===== src/rtl/nn_cost_diff_multi.sv =====
// nn_cost_diff_multi
//   Multi-channel stochastic cost/error generator for the output layer.
//   Each channel accumulates the signed difference between a sign-magnitude
//   activation stream and a (caller pre-inverted) target stream in a
//   saturating accumulator. It emits an AND-filtered sign-magnitude error
//   stream. A shared window counter latches a per-channel net signed count of
//   the emitted error bits every WIN_LEN enabled cycles.
//
//   Optional feature: define COST_LEAK_EN to add a leak. Every 2^LEAK_SHIFT
//   enabled cycles, each accumulator moves one step toward zero.
//
//   Control priority: INIT_N (async) > EN low (full hold) > CLR > normal update.
module nn_cost_diff_multi #(
  parameter int N_CH          = 4,
  parameter int ACC_W         = 3,
  parameter int DIFFCOUNT_MIN = 1,
  parameter int MEMSIZE       = 4,
  parameter int WIN_LEN       = 256,
  parameter int CNT_W         = 10,
  parameter int LEAK_SHIFT    = 4
) (
  input  logic                    CLK,
  input  logic                    INIT_N,
  input  logic                    EN,
  input  logic                    CLR,
  input  logic [N_CH-1:0]         A,
  input  logic [N_CH-1:0]         A_SIGN,
  input  logic [N_CH-1:0]         Y,
  input  logic [N_CH-1:0]         Y_SIGN,
  output logic [N_CH-1:0]         OUT,
  output logic [N_CH-1:0]         SIGN_out,
  output logic [N_CH-1:0]         SAT,
  output logic [N_CH*CNT_W-1:0]   ERR_COUNT,
  output logic                    WIN_VALID
);

  // Accumulator is (ACC_W+1)-bit two's complement. The sum is formed one
  // bit wider so that ACC+D cannot wrap before the clamp.
  localparam int AW1  = ACC_W + 1;
  localparam int SW   = ACC_W + 2;
  localparam int WC_W = $clog2(WIN_LEN);

  localparam logic signed [SW-1:0]    LIM           = SW'((2 ** ACC_W) - 1);
  localparam logic signed [SW-1:0]    NEG_LIM       = -LIM;
  localparam logic [AW1-1:0]          DMIN          = AW1'(DIFFCOUNT_MIN);
  localparam logic [WC_W-1:0]         WIN_LAST      = WC_W'(WIN_LEN - 1);
  localparam logic [WC_W-1:0]         WIN_ONE       = WC_W'(1);
  localparam logic signed [CNT_W-1:0] CNT_ONE       = CNT_W'(1);
  localparam logic signed [CNT_W-1:0] CNT_MINUS_ONE = -CNT_ONE;

  // Elaboration-time parameter sanity checks.
  if (MEMSIZE < 2) begin : g_bad_memsize
    $error("nn_cost_diff_multi: MEMSIZE must be at least 2");
  end
  if (WIN_LEN < 2) begin : g_bad_win_len
    $error("nn_cost_diff_multi: WIN_LEN must be at least 2");
  end
  if (((2 ** (CNT_W - 1)) - 1) < WIN_LEN) begin : g_bad_cnt_w
    $error("nn_cost_diff_multi: CNT_W too narrow for WIN_LEN");
  end
  if (LEAK_SHIFT < 1) begin : g_bad_leak_shift
    $error("nn_cost_diff_multi: LEAK_SHIFT must be at least 1");
  end

  // ---------------------------------------------------------------------------
  // Shared window counter
  // ---------------------------------------------------------------------------
  logic [WC_W-1:0] win_cnt_q;
  logic            win_valid_q;
  logic            win_wrap;

  assign win_wrap  = (win_cnt_q == WIN_LAST);
  assign WIN_VALID = win_valid_q;

  // Window cycle counter and the one-cycle update strobe. CLR restarts the
  // window without a strobe. EN low freezes the count and drops the strobe.
  always_ff @(posedge CLK or negedge INIT_N) begin
    if (!INIT_N) begin
      win_cnt_q   <= '0;
      win_valid_q <= 1'b0;
    end else if (EN) begin
      if (CLR) begin
        win_cnt_q   <= '0;
        win_valid_q <= 1'b0;
      end else begin
        win_cnt_q   <= win_wrap ? '0 : (win_cnt_q + WIN_ONE);
        win_valid_q <= win_wrap;
      end
    end else begin
      win_valid_q <= 1'b0;
    end
  end

`ifdef COST_LEAK_EN
  // ---------------------------------------------------------------------------
  // Leak timer: fires on the last count of every 2^LEAK_SHIFT enabled cycles
  // ---------------------------------------------------------------------------
  localparam logic [LEAK_SHIFT-1:0] LEAK_ONE = LEAK_SHIFT'(1);
  localparam logic signed [SW-1:0]  ONE_S    = SW'(1);

  logic [LEAK_SHIFT-1:0] leak_cnt_q;
  logic                  leak_fire;

  assign leak_fire = &leak_cnt_q;

  // Free-running leak counter, restarted by CLR.
  always_ff @(posedge CLK or negedge INIT_N) begin
    if (!INIT_N) begin
      leak_cnt_q <= '0;
    end else if (EN) begin
      leak_cnt_q <= CLR ? '0 : (leak_cnt_q + LEAK_ONE);
    end
  end
`endif

  // ---------------------------------------------------------------------------
  // Per-channel datapath
  // ---------------------------------------------------------------------------
  for (genvar c = 0; c < N_CH; c++) begin : g_ch
    logic signed [AW1-1:0]   acc_q;
    logic                    sign_q;
    logic                    sat_q;
    logic [MEMSIZE-1:0]      mem_q;
    logic signed [CNT_W-1:0] wacc_q;
    logic signed [CNT_W-1:0] err_q;

    logic                    a_p, a_n, y_p, y_n;
    logic                    pos, neg, raw, in_bit, out_bit, sat_hit;
    logic signed [SW-1:0]    d, sum, clamped, acc_nxt;
    logic [AW1-1:0]          acc_abs;
    logic signed [CNT_W-1:0] contrib, wacc_nxt;

    // Step D, clamped (and optionally leaked) next ACC, gated filter input,
    // and this cycle's contribution to the window count.
    always_comb begin
      a_p = A[c] & ~A_SIGN[c];
      a_n = A[c] &  A_SIGN[c];
      y_p = Y[c] & ~Y_SIGN[c];
      y_n = Y[c] &  Y_SIGN[c];

      d   = SW'(a_p) + SW'(y_p) - SW'(a_n) - SW'(y_n);
      sum = {acc_q[AW1-1], acc_q} + d;

      if (sum > LIM) begin
        clamped = LIM;
      end else if (sum < NEG_LIM) begin
        clamped = NEG_LIM;
      end else begin
        clamped = sum;
      end

      acc_nxt = clamped;
`ifdef COST_LEAK_EN
      // Leak moves one step toward zero and never crosses it.
      if (leak_fire) begin
        if (clamped[SW-1]) begin
          acc_nxt = clamped + ONE_S;
        end else if (clamped != '0) begin
          acc_nxt = clamped - ONE_S;
        end
      end
`endif

      sat_hit = (acc_nxt == LIM) || (acc_nxt == NEG_LIM);

      // Gating looks at the current ACC, not the next one.
      acc_abs = acc_q[AW1-1] ? -acc_q : acc_q;
      pos     = a_p | y_p;
      neg     = a_n | y_n;
      raw     = sign_q ? (neg & ~pos) : (pos & ~neg);
      in_bit  = (acc_abs > DMIN) ? raw : 1'b0;

      out_bit = &mem_q;
      contrib = '0;
      if (out_bit) begin
        contrib = sign_q ? CNT_MINUS_ONE : CNT_ONE;
      end
      wacc_nxt = wacc_q + contrib;
    end

    // Channel state. SIGN survives CLR. ERR_COUNT latches only on a window
    // wrap and survives CLR.
    always_ff @(posedge CLK or negedge INIT_N) begin
      if (!INIT_N) begin
        acc_q  <= '0;
        sign_q <= 1'b0;
        sat_q  <= 1'b0;
        mem_q  <= '0;
        wacc_q <= '0;
        err_q  <= '0;
      end else if (EN) begin
        if (CLR) begin
          acc_q  <= '0;
          sat_q  <= 1'b0;
          mem_q  <= '0;
          wacc_q <= '0;
        end else begin
          acc_q <= acc_nxt[AW1-1:0];
          if (acc_nxt != '0) begin
            sign_q <= acc_nxt[SW-1];
          end
          if (sat_hit) begin
            sat_q <= 1'b1;
          end
          mem_q <= {mem_q[MEMSIZE-2:0], in_bit};
          if (win_wrap) begin
            err_q  <= wacc_nxt;
            wacc_q <= '0;
          end else begin
            wacc_q <= wacc_nxt;
          end
        end
      end
    end

    assign OUT[c]                     = out_bit;
    assign SIGN_out[c]                = sign_q;
    assign SAT[c]                     = sat_q;
    assign ERR_COUNT[c*CNT_W +: CNT_W] = err_q;
  end

endmodule


===== config.mk =====
export PLATFORM = sky130hd
export DESIGN_NAME = nn_cost_diff_multi
export DESIGN_NICKNAME = d
export VERILOG_FILES = /design/src/rtl/nn_cost_diff_multi.sv
export SDC_FILE = /design/constraint.sdc
export NUM_CORES = 1
export LEC_CHECK = 0
export CORE_ASPECT_RATIO = 0.5
export CORE_MARGIN = 5
export CORE_UTILIZATION = 53
export CTS_CLUSTER_SIZE = 20
export DETAILED_ROUTE_END_ITERATION = 6
export HOLD_SLACK_MARGIN = 0.1
export PLACE_DENSITY = 0.77
export SYNTH_ARGS = -nofsm -noshare
export SYNTH_HDL_FRONTEND = slang
export SYNTH_SLANG_ARGS = --single-unit

===== constraint.sdc =====
create_clock -name CLK -period 3.18 [get_ports CLK]
set_input_delay 0.795 -clock CLK [delete_from_list [all_inputs] [get_ports CLK]]
set_output_delay 0.795 -clock CLK [all_outputs]
set_load 0.05 [all_outputs]

==> impl_metrics.yaml, run 1 <==
sta:
  worst_slew_pin_slew_ps: 757.0
  finalSetupViolations: 20
  hold_viol: 0
  maxSlewViolCount: 0
  timing.final.crit_share_pct: 119.4
  clock_skew_ps: 8.664
  rsz0062_at_grt: "true"
  timing.fmax_mhz: 263.3
  max-slew-margin-rel_pct: 49.53
  period_needed_ps: 3798
  setup_ws_ps: -617.8
synth:
  synth_cells: 957
  ys_seq_area_share_pct: 37.31
  synth_top_family_by_area: "compound AO/OA/AOI/OAI gates"
  netlist.area_leader.share_pct: 37.31
  synthAdderAreaFrac_pct: 14.72
  synth_cell_types: 62
  synthMuxAreaShare_pct: 2.487
  synth_nets: 1074
  syn_area_um2: 8652
  synth_compound_area_share_pct: 16.75
  syn_area_per_cell_um2: 9.041
  synth_edf_count: 0
  synth_simple_gate_area_share_pct: 14.75
  synth_area_leader_cell: "dfrtp_1"
  synth_seq_cells: 129
  synth_ff_type: "dfrtp_1"
  synth_xor_area_share_pct: 5.669
  synth_area_leaders: "dfrtp_1, ha_1, inv_1"
  yosysWarnings: 0
  async_flop_share_pct: 100.0
layout:
  final_common_cell: "dfrtp_1"
  syn2layout_area_growth_pct: 33.94
  antennaDiodeCount: 0
  regArea_um2: 3228
  drive_gt1_share_pct: 26.15
  multi_input_area_um2: 5533
  nFillCells: 1103
  fin_nets: 1217
  final_cell_mix: "dfrtp_1, inv_1, o21ai_0"
  utilization_pct: 71.60
placed_design:
  port_buffers: 72
  dp_hpwl_mm: 14.17
  gp_congestion: 0.8910
  pre_cts_ws_ps: -1530
cts:
  cts_tree: "done"
  h-tree-depth: 4
  cts_num_sinks: 129
  worst_skew_pair.late_latency_ps: 420
  clk_pin_slew_ps: 60
  numCtsBuffers: 17
  cts_buffer_depth: 2
  root_buffer: "clkbuf_16"
worst_setup_path:
  crit_path_frequent_cell: "ha_4"
  cp.required_ps: 3490
  critical_path_class: "input pin to register"
  slowest_stage: "fa_2"
  critPathMaxFanout: 4
  critPathArrivalTime_ps: 4100
  crit_path_cell_trace: "buf_6 > and2_4 > ha_4 > inv_2 > ha_4 > inv_2 > ha_4 > inv_4 > ha_4 > inv_2 > fa_2 > nand2b_4 > a21oi_4 > xor2_4 > a311o_1 > ha_4 > nor2_4 > inv_2 > and4_1 > a221o_1"
  cp-end-kind: "register"
  cp_top_family: "adder cells"
  max_stage_delay_ps: 380
  cp.buffers_inverters: 6
  startpoint_type: "input pin"
power:
  clockPowerShare_pct: 18.4
  peakVddDrop_v: 0.001047
  seqPwrFrac_pct: 20.1
  p_comb_share_pct: 61.5
  p_sw_mw: 4.054
  power_density_nw_per_um2: 873.7
  leakagePower_nw: 5.274
  swShare_pct: 40.04
  internal_power_mw: 6.071
global_route:
  grt_pass1_wl_mm: 35.87
  antenna_found_initial: 0
  grt_max_degree: 71
  grt.overflow.total: 0
  grt_pass1_vias: 7588
  gr-usage-all-layers_pct: 22.94
die:
  core_area_um2: 16190
  initial_utilization_pct: 53.46
  num_rows: 33
  boundaryPins: 73
  die_area_um2: 19130
  fp.dieW_um: 190.7
  die_h_um: 100.3
route:
  routedWlPerCell_um: 15.74
  drt_wl_total_mm: 21.10
  viasPerCell: 5.488
  drc_errors: 0
  vias: 7354
  firstDrtPassIters: 7
  ant_nets: 0
  drt-initial-drc-count: 381
min_path:
  hold_path_class: "input pin to async pin"
outcome:
  violations: "setup timing"
  outcome: "finished, violations left"
job:
  max-cap-violations: 0
[kinds of logic (layout without fill, tap and decap cells)]
group / count (synthesis) / in the layout
AOI/OAI and AO/OA: 237 / 237
xor gates and xnor gates: 51 / 51
adders and majority gates: 97 / 97
buffers and inverters: 175 / 331
DFF: 129 / 129
muxes: 19 / 19
and+or+nand+nor: 249 / 249
[through the flow]
step	area [um^2]	instances	power (mW)	setup TNS (ps)	hold slack (ps)
2_1_floorplan	9047	957	5.338	-17640	477.4
3_3_place_gp	10430	1288	6.532	-29150	459.7
3_5_place_dp	10430	1288	6.673	-30870	463.2
4_1_cts	11400	1334	9.562	-9550	309.5
5_1_grt	11590	1340	10.78	-12090	325.4
6_report	11590	1340	10.13	-10230	299.5
[worst register-to-register path: stages (launching register included)]
cell and delay, ps:
dfrtp_1 370, inv_2 60, nor4_4 450, and2_1 250
buf_12 150, ha_1 230, a21oi_1 220, nor2_1 90
or3_1 390, a21oi_1 350, nor4b_1 100, a211o_1 230
[power by group through the flow]
stage                     sequential [mW]  combinational [mW]  clock (mW)
final                                2.03                6.23        1.87
after global routing                 2.06                6.74        1.98
after CTS                            2.02                5.65        1.89
after detailed placement             2.04                4.64           0
after global placement               2.03                4.50           0
after floorplan                      1.96                3.38           0
[area by class of cell]
type / count / area share [%]
Tap cell: 227 / 2.451
Clock buffer: 19 / 3.908
Multi-Input combinational cell: 653 / 47.74
Timing Repair Buffer: 165 / 12.64
Inverter: 134 / 4.427
Sequential cell: 129 / 27.86
Clock inverter: 13 / 0.9717
[flip-flops by register name (all words and copies together), names as in the netlist]
signal	flops
WIN_VALID	1
g_ch.sign_q	4
win_cnt_q	8
g_ch.wacc_q	40
g_ch.err_q	40
g_ch.sat_q	4
g_ch.acc_q	16
g_ch.mem_q	16
[per-layer routing]
metal / track usage (%) / up-vias / wire, um
met3: 4.726 / 30 / 1036
met5: 0 / - / 0
met2: 39.30 / 183 / 10350
met1: 30.04 / 3557 / 9339
met4: 6.122 / 0 / 372
li1: - / 3584 / -
[repair_timing]
item                       in CTS  in global routing
gates resized for setup       135                 34
setup endpoints to repair      24                 30
hold buffers                    0                  0
buffers inserted               15                  6
pin swaps                      62                 37
[synth_stat cells (all sizes together), types with 6 or more instances]
cell and count:
clkbuf 19, xnor2 20, nor2b 10, ha 89, a21oi 44, nor4 10, buf 22, mux2 17
fa 8, xor2 30, and2 13, dfrtp 129, a21o 11, nand3b 16, nor3 17, nor2 51
nand2b 13, o22ai 36, nand3 9, inv 134, a31oi 6, o21ai 88, a211oi 9, nand2 82
[path summary, 6_finish.rpt]
path,from,end,slack (ps),cells after the start
setup / recovery,A_SIGN[2],g_ch[2].sign_q$_DFFE_PN0P_,-620,20
hold / removal,INIT_N,g_ch[2].acc_q[3]$_DFFE_PN0P_,300,1
setup reg to reg,g_ch[2].mem_q[1]$_DFFE_PN0P_,g_ch[2].wacc_q[7]$_DFFE_PN0P_,170,11
hold reg to reg,g_ch[0].err_q[0]$_DFFE_PN0P_,g_ch[0].err_q[0]$_DFFE_PN0P_,480,2
max in group asynchronous,INIT_N,g_ch[3].err_q[9]$_DFFE_PN0P_,2220,2
min in group CLK,g_ch[0].err_q[0]$_DFFE_PN0P_,g_ch[0].err_q[0]$_DFFE_PN0P_,480,2
No activity file was read; power rests on OpenSTA's default activity.
==> inputs of run 2 (changes only) <==
Settings changed: PLACE_DENSITY 0.77 to not set, PLACE_DENSITY_LB_ADDON set to 0.2.
==> impl_metrics.yaml, run 2 (synthesis gave the netlist of run 1 again) <==
route:
  drt-initial-drc-count: 398
  ant_nets: 0
  vias: 7259
  drt_wl_total_mm: 20.75
  drc_errors: 0
  firstDrtPassIters: 5
  routedWlPerCell_um: 15.47
  viasPerCell: 5.413
sta:
  rsz0062_at_grt: "true"
  setup_ws_ps: -580.9
  timing.final.crit_share_pct: 118.3
  max-slew-margin-rel_pct: 63.79
  timing.fmax_mhz: 265.9
  hold_viol: 0
  worst_slew_pin_slew_ps: 536.4
  clock_skew_ps: 11.45
  finalSetupViolations: 20
  maxSlewViolCount: 0
  period_needed_ps: 3761
outcome:
  outcome: "finished, violations left"
  violations: "setup timing"
die:
  num_rows: 33
  die_area_um2: 19130
  boundaryPins: 73
  initial_utilization_pct: 53.46
  die_h_um: 100.3
  fp.dieW_um: 190.7
  core_area_um2: 16190
power:
  power_mw: 10.29
  leakagePower_nw: 5.275
  peakVddDrop_v: 0.0008892
  power_density_nw_per_um2: 886.9
cts:
  h-tree-depth: 4
  worst_skew_pair.late_latency_ps: 420
  hold_buffers: 0
  cts_num_sinks: 129
  root_buffer: "clkbuf_16"
  cts_tree: "done"
  numCtsBuffers: 17
  cts_buffer_depth: 2
  clk_pin_slew_ps: 60
worst_setup_path:
  critPathMaxFanout: 4
  slowest_stage: "fa_2"
  crit_path_frequent_cell: "ha_4"
  startpoint_type: "input pin"
  critical_path_class: "input pin to register"
  cp.required_ps: 3510
  cp.buffers_inverters: 5
  cp-end-kind: "register"
  crit_path_cell_trace: "buf_6 > and2_4 > ha_4 > inv_2 > ha_4 > inv_2 > ha_4 > inv_2 > ha_4 > inv_2 > fa_2 > nand2b_4 > a21oi_4 > xor2_4 > a311o_1 > ha_4 > nor2_4 > nor4_2 > a211oi_2 > nor3_1"
  max_stage_delay_ps: 380
  critPathArrivalTime_ps: 4090
  cp_top_family: "adder cells"
layout:
  antennaDiodeCount: 0
  top_regs: "g_ch.err_q: 40 flops, g_ch.wacc_q: 40 flops"
  final_common_cell: "dfrtp_1"
  stdcell_count: 1341
  syn2layout_area_growth_pct: 34.09
  drive_gt1_share_pct: 25.94
  utilization_pct: 71.68
  fin_nets: 1218
  final_cell_mix: "dfrtp_1, inv_1, o21ai_0, buf_4, nand2_1"
placed_design:
  dp_cells: 1292
  port_buffers: 72
  dp_hpwl_mm: 14.22
  gp_congestion: 0.8505
global_route:
  grt_max_degree: 104
  grt.overflow.total: 0
  grt_pass1_vias: 7464
  grt_pass1_wl_mm: 35.61
  antenna_found_initial: 0
  gr-usage-all-layers_pct: 22.70
min_path:
  hold_path_class: "input pin to async pin"
job:
  max-cap-violations: 0
[run 2: cell types whose count changed in the layout (fill, tap and decap cells not counted), sizes merged]
cell | before | now
dlymetal6s2s | 1 | 0
bufinv | 1 | 3
clkinvlp | 6 | 3
clkdlybuf4s50 | 53 | 54
clkbuf | 19 | 20
inv | 135 | 136
buf | 111 | 112
clkinv | 5 | 4
[run 2: final timing paths]
check                                              from                      endpoint  slack [ps]  cells after the start
max                                           A_SIGN[2]     g_ch[2].sat_q$_DFFE_PN0P_        -580                     20
min                                              INIT_N     g_ch[1].sat_q$_DFFE_PN0P_         260                      1
max reg2reg                g_ch[3].acc_q[1]$_DFFE_PN0P_    g_ch[3].sign_q$_DFFE_PN0P_         220                     13
min reg2reg                g_ch[1].err_q[0]$_DFFE_PN0P_  g_ch[1].err_q[0]$_DFFE_PN0P_         470                      2
max in group asynchronous                        INIT_N  g_ch[2].err_q[0]$_DFFE_PN0P_        2150                      2
min in group CLK           g_ch[1].err_q[0]$_DFFE_PN0P_  g_ch[1].err_q[0]$_DFFE_PN0P_         470                      2
[run 2: area by class of cell]
type | instances | area [um^2]
Multi-Input combinational cell | 653 | 5528
Fill cell | 1198 | 4584
Sequential cell | 129 | 3228
Timing Repair Buffer | 166 | 1449
Inverter | 134 | 508.0
Clock buffer | 20 | 446.7
Tap cell | 227 | 284.0
Clock inverter | 12 | 157.7
[run 2: power breakdown]
part	total (mW)	switching, mW	leakage [nW]	internal [mW]
registers	2.03	0.220	1.77	1.81
logic	6.24	3.07	3.22	3.17
clock network	2.02	0.762	0.287	1.26
[run 2: timing repair]
action / 4_1_cts / 5_1_grt
setup buffers: 12 / 5
setup endpoints to repair: 24 / 29
gates resized for setup: 143 / 23
pin swaps: 66 / 36
endpoints found under the hold margin: 0 / 0
[run 2: layer usage]
metal  global-route usage [%]  vias to the layer above  part of all wire, %
li1                         -                     3596                    -
met3                    3.509                       34                  3.5
met1                    30.62                     3480                   48
met5                        0                        -                    0
met4                    6.509                        0                  1.6
met2                    38.46                      149                   47
[run 2: stage by stage]
step           hold WS [ps]  instance area, um^2  setup slack (ps)  TNS (ps)
6_report              261.9                11600            -580.9    -10150
5_1_grt               278.1                11600            -685.4    -12150
4_1_cts               266.4                11480            -578.6     -9797
3_5_place_dp          462.1                10430             -1520    -30870
3_3_place_gp          459.4                10430             -1440    -29220
2_1_floorplan         477.4                 9047            -979.4    -17640
